**config.mk**
```make
export PLATFORM = sky130hd
export DESIGN_NAME = gamepad_ctrl
export DESIGN_NICKNAME = d
export VERILOG_FILES = /design/src/rtl/gamepad_ctrl.sv
export SDC_FILE = /design/constraint.sdc
export NUM_CORES = 1
export LEC_CHECK = 0
export ABC_CLOCK_PERIOD_IN_PS = 1700
export CAP_MARGIN = 40
export CORE_MARGIN = 10
export CORE_UTILIZATION = 52
export DETAILED_ROUTE_END_ITERATION = 8
export PLACE_DENSITY = 0.75
export REMOVE_ABC_BUFFERS = 1
export SLEW_MARGIN = 20
export SYNTH_ARGS = -nofsm -noshare
export SYNTH_HDL_FRONTEND = slang
export SYNTH_SLANG_ARGS = --single-unit
```
**constraint.sdc**
```tcl
create_clock -name clk -period 1.7 [get_ports clk]
set_input_delay 0.425 -clock clk [delete_from_list [all_inputs] [get_ports clk]]
set_output_delay 0.425 -clock clk [all_outputs]
set_load 0.01 [all_outputs]
```
**src/rtl/gamepad_ctrl.sv**
```systemverilog
// rtl/gamepad_ctrl.sv - two-pad serial gamepad poller (latch strobe + 12-bit shift read)
// Optional second-pad capture: define GAMEPAD_CTRL_P2_EN.
module gamepad_ctrl #(
    parameter int HALF_PERIOD  = 4,
    parameter int LATCH_CYCLES = 8
) (
    input  logic        clk,
    input  logic        reset,
    input  logic        start,
    output logic        busy,
    output logic        valid,
    output logic        pad_latch,
    output logic        pad_clk,
    input  logic [1:0]  pad_in,
    output logic [11:0] p1_btn,
    output logic [11:0] p2_btn
);
    typedef enum logic [1:0] {IDLE, LATCH, CLK_LO, CLK_HI} state_t;

    localparam logic [7:0] LATCH_LAST = 8'(LATCH_CYCLES - 1);
    localparam logic [7:0] PHASE_LAST = 8'(HALF_PERIOD - 1);

    state_t      state_q, state_d;
    logic [7:0]  cnt_q, cnt_d;
    logic [3:0]  bit_q, bit_d;
    logic        sample;
    logic        done;
    logic [11:0] cap1_q;

    always_ff @(posedge clk) begin
        if (reset) begin
            state_q <= IDLE;
            cnt_q   <= '0;
            bit_q   <= '0;
        end else begin
            state_q <= state_d;
            cnt_q   <= cnt_d;
            bit_q   <= bit_d;
        end
    end

    always_comb begin
        state_d = state_q;
        cnt_d   = cnt_q;
        bit_d   = bit_q;
        sample  = 1'b0;
        done    = 1'b0;
        case (state_q)
            IDLE: begin
                if (start) begin
                    state_d = LATCH;
                    cnt_d   = '0;
                    bit_d   = '0;
                end
            end
            LATCH: begin
                if (cnt_q == LATCH_LAST) begin
                    state_d = CLK_LO;
                    cnt_d   = '0;
                end else begin
                    cnt_d = cnt_q + 8'd1;
                end
            end
            CLK_LO: begin
                // data is taken only at the end of the low phase, after the pad has settled
                if (cnt_q == PHASE_LAST) begin
                    sample  = 1'b1;
                    state_d = CLK_HI;
                    cnt_d   = '0;
                end else begin
                    cnt_d = cnt_q + 8'd1;
                end
            end
            CLK_HI: begin
                if (cnt_q == PHASE_LAST) begin
                    cnt_d = '0;
                    if (bit_q == 4'd11) begin
                        state_d = IDLE;
                        done    = 1'b1;
                    end else begin
                        bit_d   = bit_q + 4'd1;
                        state_d = CLK_LO;
                    end
                end else begin
                    cnt_d = cnt_q + 8'd1;
                end
            end
            default: state_d = IDLE;
        endcase
    end

    // Outputs are registered from the next state so they line up with state_q.
    always_ff @(posedge clk) begin
        if (reset) begin
            busy      <= 1'b0;
            valid     <= 1'b0;
            pad_latch <= 1'b0;
            pad_clk   <= 1'b0;
            cap1_q    <= '0;
            p1_btn    <= '0;
        end else begin
            busy      <= (state_d != IDLE);
            valid     <= done;
            pad_latch <= (state_d == LATCH);
            pad_clk   <= (state_d == CLK_HI);
            if (sample)
                cap1_q <= {pad_in[0], cap1_q[11:1]};
            if (done)
                p1_btn <= cap1_q;
        end
    end

`ifdef GAMEPAD_CTRL_P2_EN
    logic [11:0] cap2_q;

    always_ff @(posedge clk) begin
        if (reset) begin
            cap2_q <= '0;
            p2_btn <= '0;
        end else begin
            if (sample)
                cap2_q <= {pad_in[1], cap2_q[11:1]};
            if (done)
                p2_btn <= cap2_q;
        end
    end
`else
    logic unused_pad_p2;
    assign unused_pad_p2 = pad_in[1];
    assign p2_btn        = 12'h000;
`endif

endmodule

```
==> impl_metrics.yaml, run 1 <==
outcome:
  status: "finished, final reports clean"
clock_network:
  cts_tree: "built"
  insertion_delay_ns: 0.30
  cts-root-buf: "clkbuf_8"
  h-tree-depth: 2
  cts_setup_buffers: 0
  clkSinkCount: 42
  cts_buffers: 5
  clk_pin_slew_ns: 0.08
  clock_path_buffers: 2
power_and_ir_drop:
  p_per_area_nw_per_um2: 758.1
  p_leak_nw: 0.8158
  ir_worst_vdd_v: 0.0006149
worst_setup_path:
  reg2reg_slack_ns: 0.11
  critPathRequiredTime_ns: 1.27
  crit_family: "buffers and inverters"
  crit_chain: "clkdlybuf4s50_1"
  crit_path_max_fanout: 2
  critPathKind: "register to primary output"
  slowest_delay_ns: 0.55
  start_kind: "register"
  end_kind: "primary output"
  worst_ep_arrival_time_ns: 1.19
  cp_slowest_cell: "clkdlybuf4s50_1"
  timing.critical_path.buf_inv: 1
final_layout:
  fillerInstances: 347
  final_cells: 300
  final_area_um2: 2308
  final_nets: 258
  syn_to_final_growth_pct: 15.53
  layout_common_cells: "nand2_1 (49), dfxtp_1 (41), clkdlybuf4s50_1 (19)"
  final_common_cell: "nand2_1"
  num_antenna_cells: 0
  drive_above_1_share_pct: 21.43
logic_synthesis:
  syn_area_um2: 1998
  synth_cells: 226
  ys_seq_area_share_pct: 42.08
  synth-edff-count: 0
  ys_ff_latch: 42
  synthFlopType: "dfxtp_1"
  syn_avg_cell_area_um2: 8.841
  ys_warn_count: 0
  synth.distinct_cells: 48
  async_flop_share_pct: 0
placement:
  routabilityCongestion: 0.8091
  placed_area_um2: 2218
  placed_cells: 292
  dp_hpwl_um: 2724
  io_buffer_count: 19
  dp_slack_ns: 0.03272
grt:
  overflow: 0
  grtUsageTotal_pct: 11.97
  grt_pass1_vias: 1425
  grt_pass1_wl_um: 6396
  antenna_found_initial: 0
  grt_max_degree: 23
timing:
  fin_ws_ns: 0.08557
  period_needed_ns: 1.614
  slew_viol_final: 0
  fin_tns_setup_ns: 0
  rsz0062_at_grt: "no"
  timing.hold.ws_ns: 0.4520
  fin_crit_sh_pct: 94.97
  setup_viol: 0
  fmaxAchievable_mhz: 619.4
  finalHoldViolations: 0
  fin_skew_ns: 0.01264
die:
  dieArea_um2: 6722
  initial_utilization_pct: 54.17
  dieWidth_um: 81.99
  num_rows: 22
  ioPinCount: 33
  core_um2: 3689
  die_h_um: 81.99
route:
  drtIter0Drc: 169
  drt.antenna.violating_nets: 0
  drt_pre_antenna_iters: 5
  vias: 1560
  vias_per_cell: 5.200
  drc_errors: 0
  wire_per_inst_um: 12.61
  wl_um: 3783
flow_run:
  maxCapViolCount: 0
hold_path:
  hp-class: "register to register"
-- kinds of logic after synthesis --
family / after synthesis / share of synthesized area [%]
AOI/OAI and AO/OA: 44 / 16.16
buffers and inverters: 27 / 9.831
and+or+nand+nor: 105 / 27.87
DFF: 42 / 42.08
adders and majority gates: 2 / 1.252
other: 1 / 0.1877
muxes: 3 / 1.753
xor gates and xnor gates: 2 / 0.8768
-- power breakdown --
| group | switching, mW | total [mW] | internal, mW | leakage [nW] |
|---|---|---|---|---|
| registers | 0.00884 | 1.00 | 0.993 | 0.340 |
| logic | 0.0729 | 0.125 | 0.0518 | 0.431 |
| clock network | 0.334 | 0.623 | 0.290 | 0.0452 |
-- sequential cells by signal (all words and copies together) (netlist names) --
signal / count
cap1_q: 12
p1_btn: 12
cnt_q: 8
bit_q: 4
state_q: 2
busy: 1
pad_clk: 1
pad_latch: 1
valid: 1
-- stage by stage --
step / util (%) / power (mW)
floorplan: - / 1.084
CTS: 62.48 / 1.765
detailed placement: 60.14 / 1.148
global placement: 60.14 / 1.146
finish: 62.58 / 1.750
global route: 62.58 / 1.812
-- synth_stat cells (all sizes together) (2+ instances only) --
| master | count | area [µm²] |
|---|---|---|
| nor3 | 4 | 25.02 |
| nand3 | 3 | 15.01 |
| nand4b | 5 | 43.79 |
| dfxtp | 42 | 840.8 |
| mux2i | 2 | 20.02 |
| clkbuf | 5 | 22.52 |
| o21ai | 3 | 15.01 |
| nor2 | 11 | 48.80 |
| a311oi | 3 | 26.28 |
| and3 | 3 | 18.77 |
| nand2 | 53 | 209.0 |
| a21oi | 29 | 201.5 |
| o211ai | 2 | 15.01 |
| nor2b | 4 | 25.02 |
| buf | 22 | 173.9 |
| ha | 2 | 25.02 |
| nand4 | 6 | 37.54 |
| a31oi | 2 | 18.77 |
| or2 | 2 | 12.52 |
| xor2 | 2 | 17.52 |
| a22oi | 2 | 20.02 |
| and2 | 2 | 12.51 |
| or3 | 4 | 25.02 |
-- worst paths after layout --
kind	startpoint	endpoint	cells after the start
min reg2reg	p1_btn[1]	p1_btn[1]	2
min	p1_btn[1]	p1_btn[1]	2
max reg2reg	cnt_q[0]	bit_q[0]	5
max	p1_btn[6]	p1_btn[6]	1
-- what timing repair did --
action / 4_1_cts / 5_1_grt
endpoints found under the setup margin: 0 / 13
hold buffers: 0 / 0
resized for setup: 0 / 2
-- layer usage --
metal	part of all wire, %	vias up	global-route usage [%]
met2	45	30	17.63
met5	0	-	0
met4	2.0	0	6.122
met1	47	719	15.31
met3	6.1	6	3.821
li1	-	805	-
-- final cells by class --
type / instances / area [µm²] / share of cell area [%]
multi-input combinational: 168 / 1005 / 43.52
sequential: 42 / 842.1 / 36.48
timing repair buffer: 34 / 315.3 / 13.66
clock buffer: 6 / 72.57 / 3.144
tap: 48 / 60.06 / 2.602
clock inverter: 2 / 13.76 / 0.5962
(Power assumes the default switching activity.)
==> inputs of run 2 (changes only) <==
- TNS_END_PERCENT: not set -> 30
==> results of run 2 <==
Final layout, timing and power as in run 1 (identical DEF).
==> inputs of run 3 (changes only) <==
- SLEW_MARGIN: 20 -> 30
==> results of run 3 <==
Final layout, timing and power as in run 1 (identical DEF).
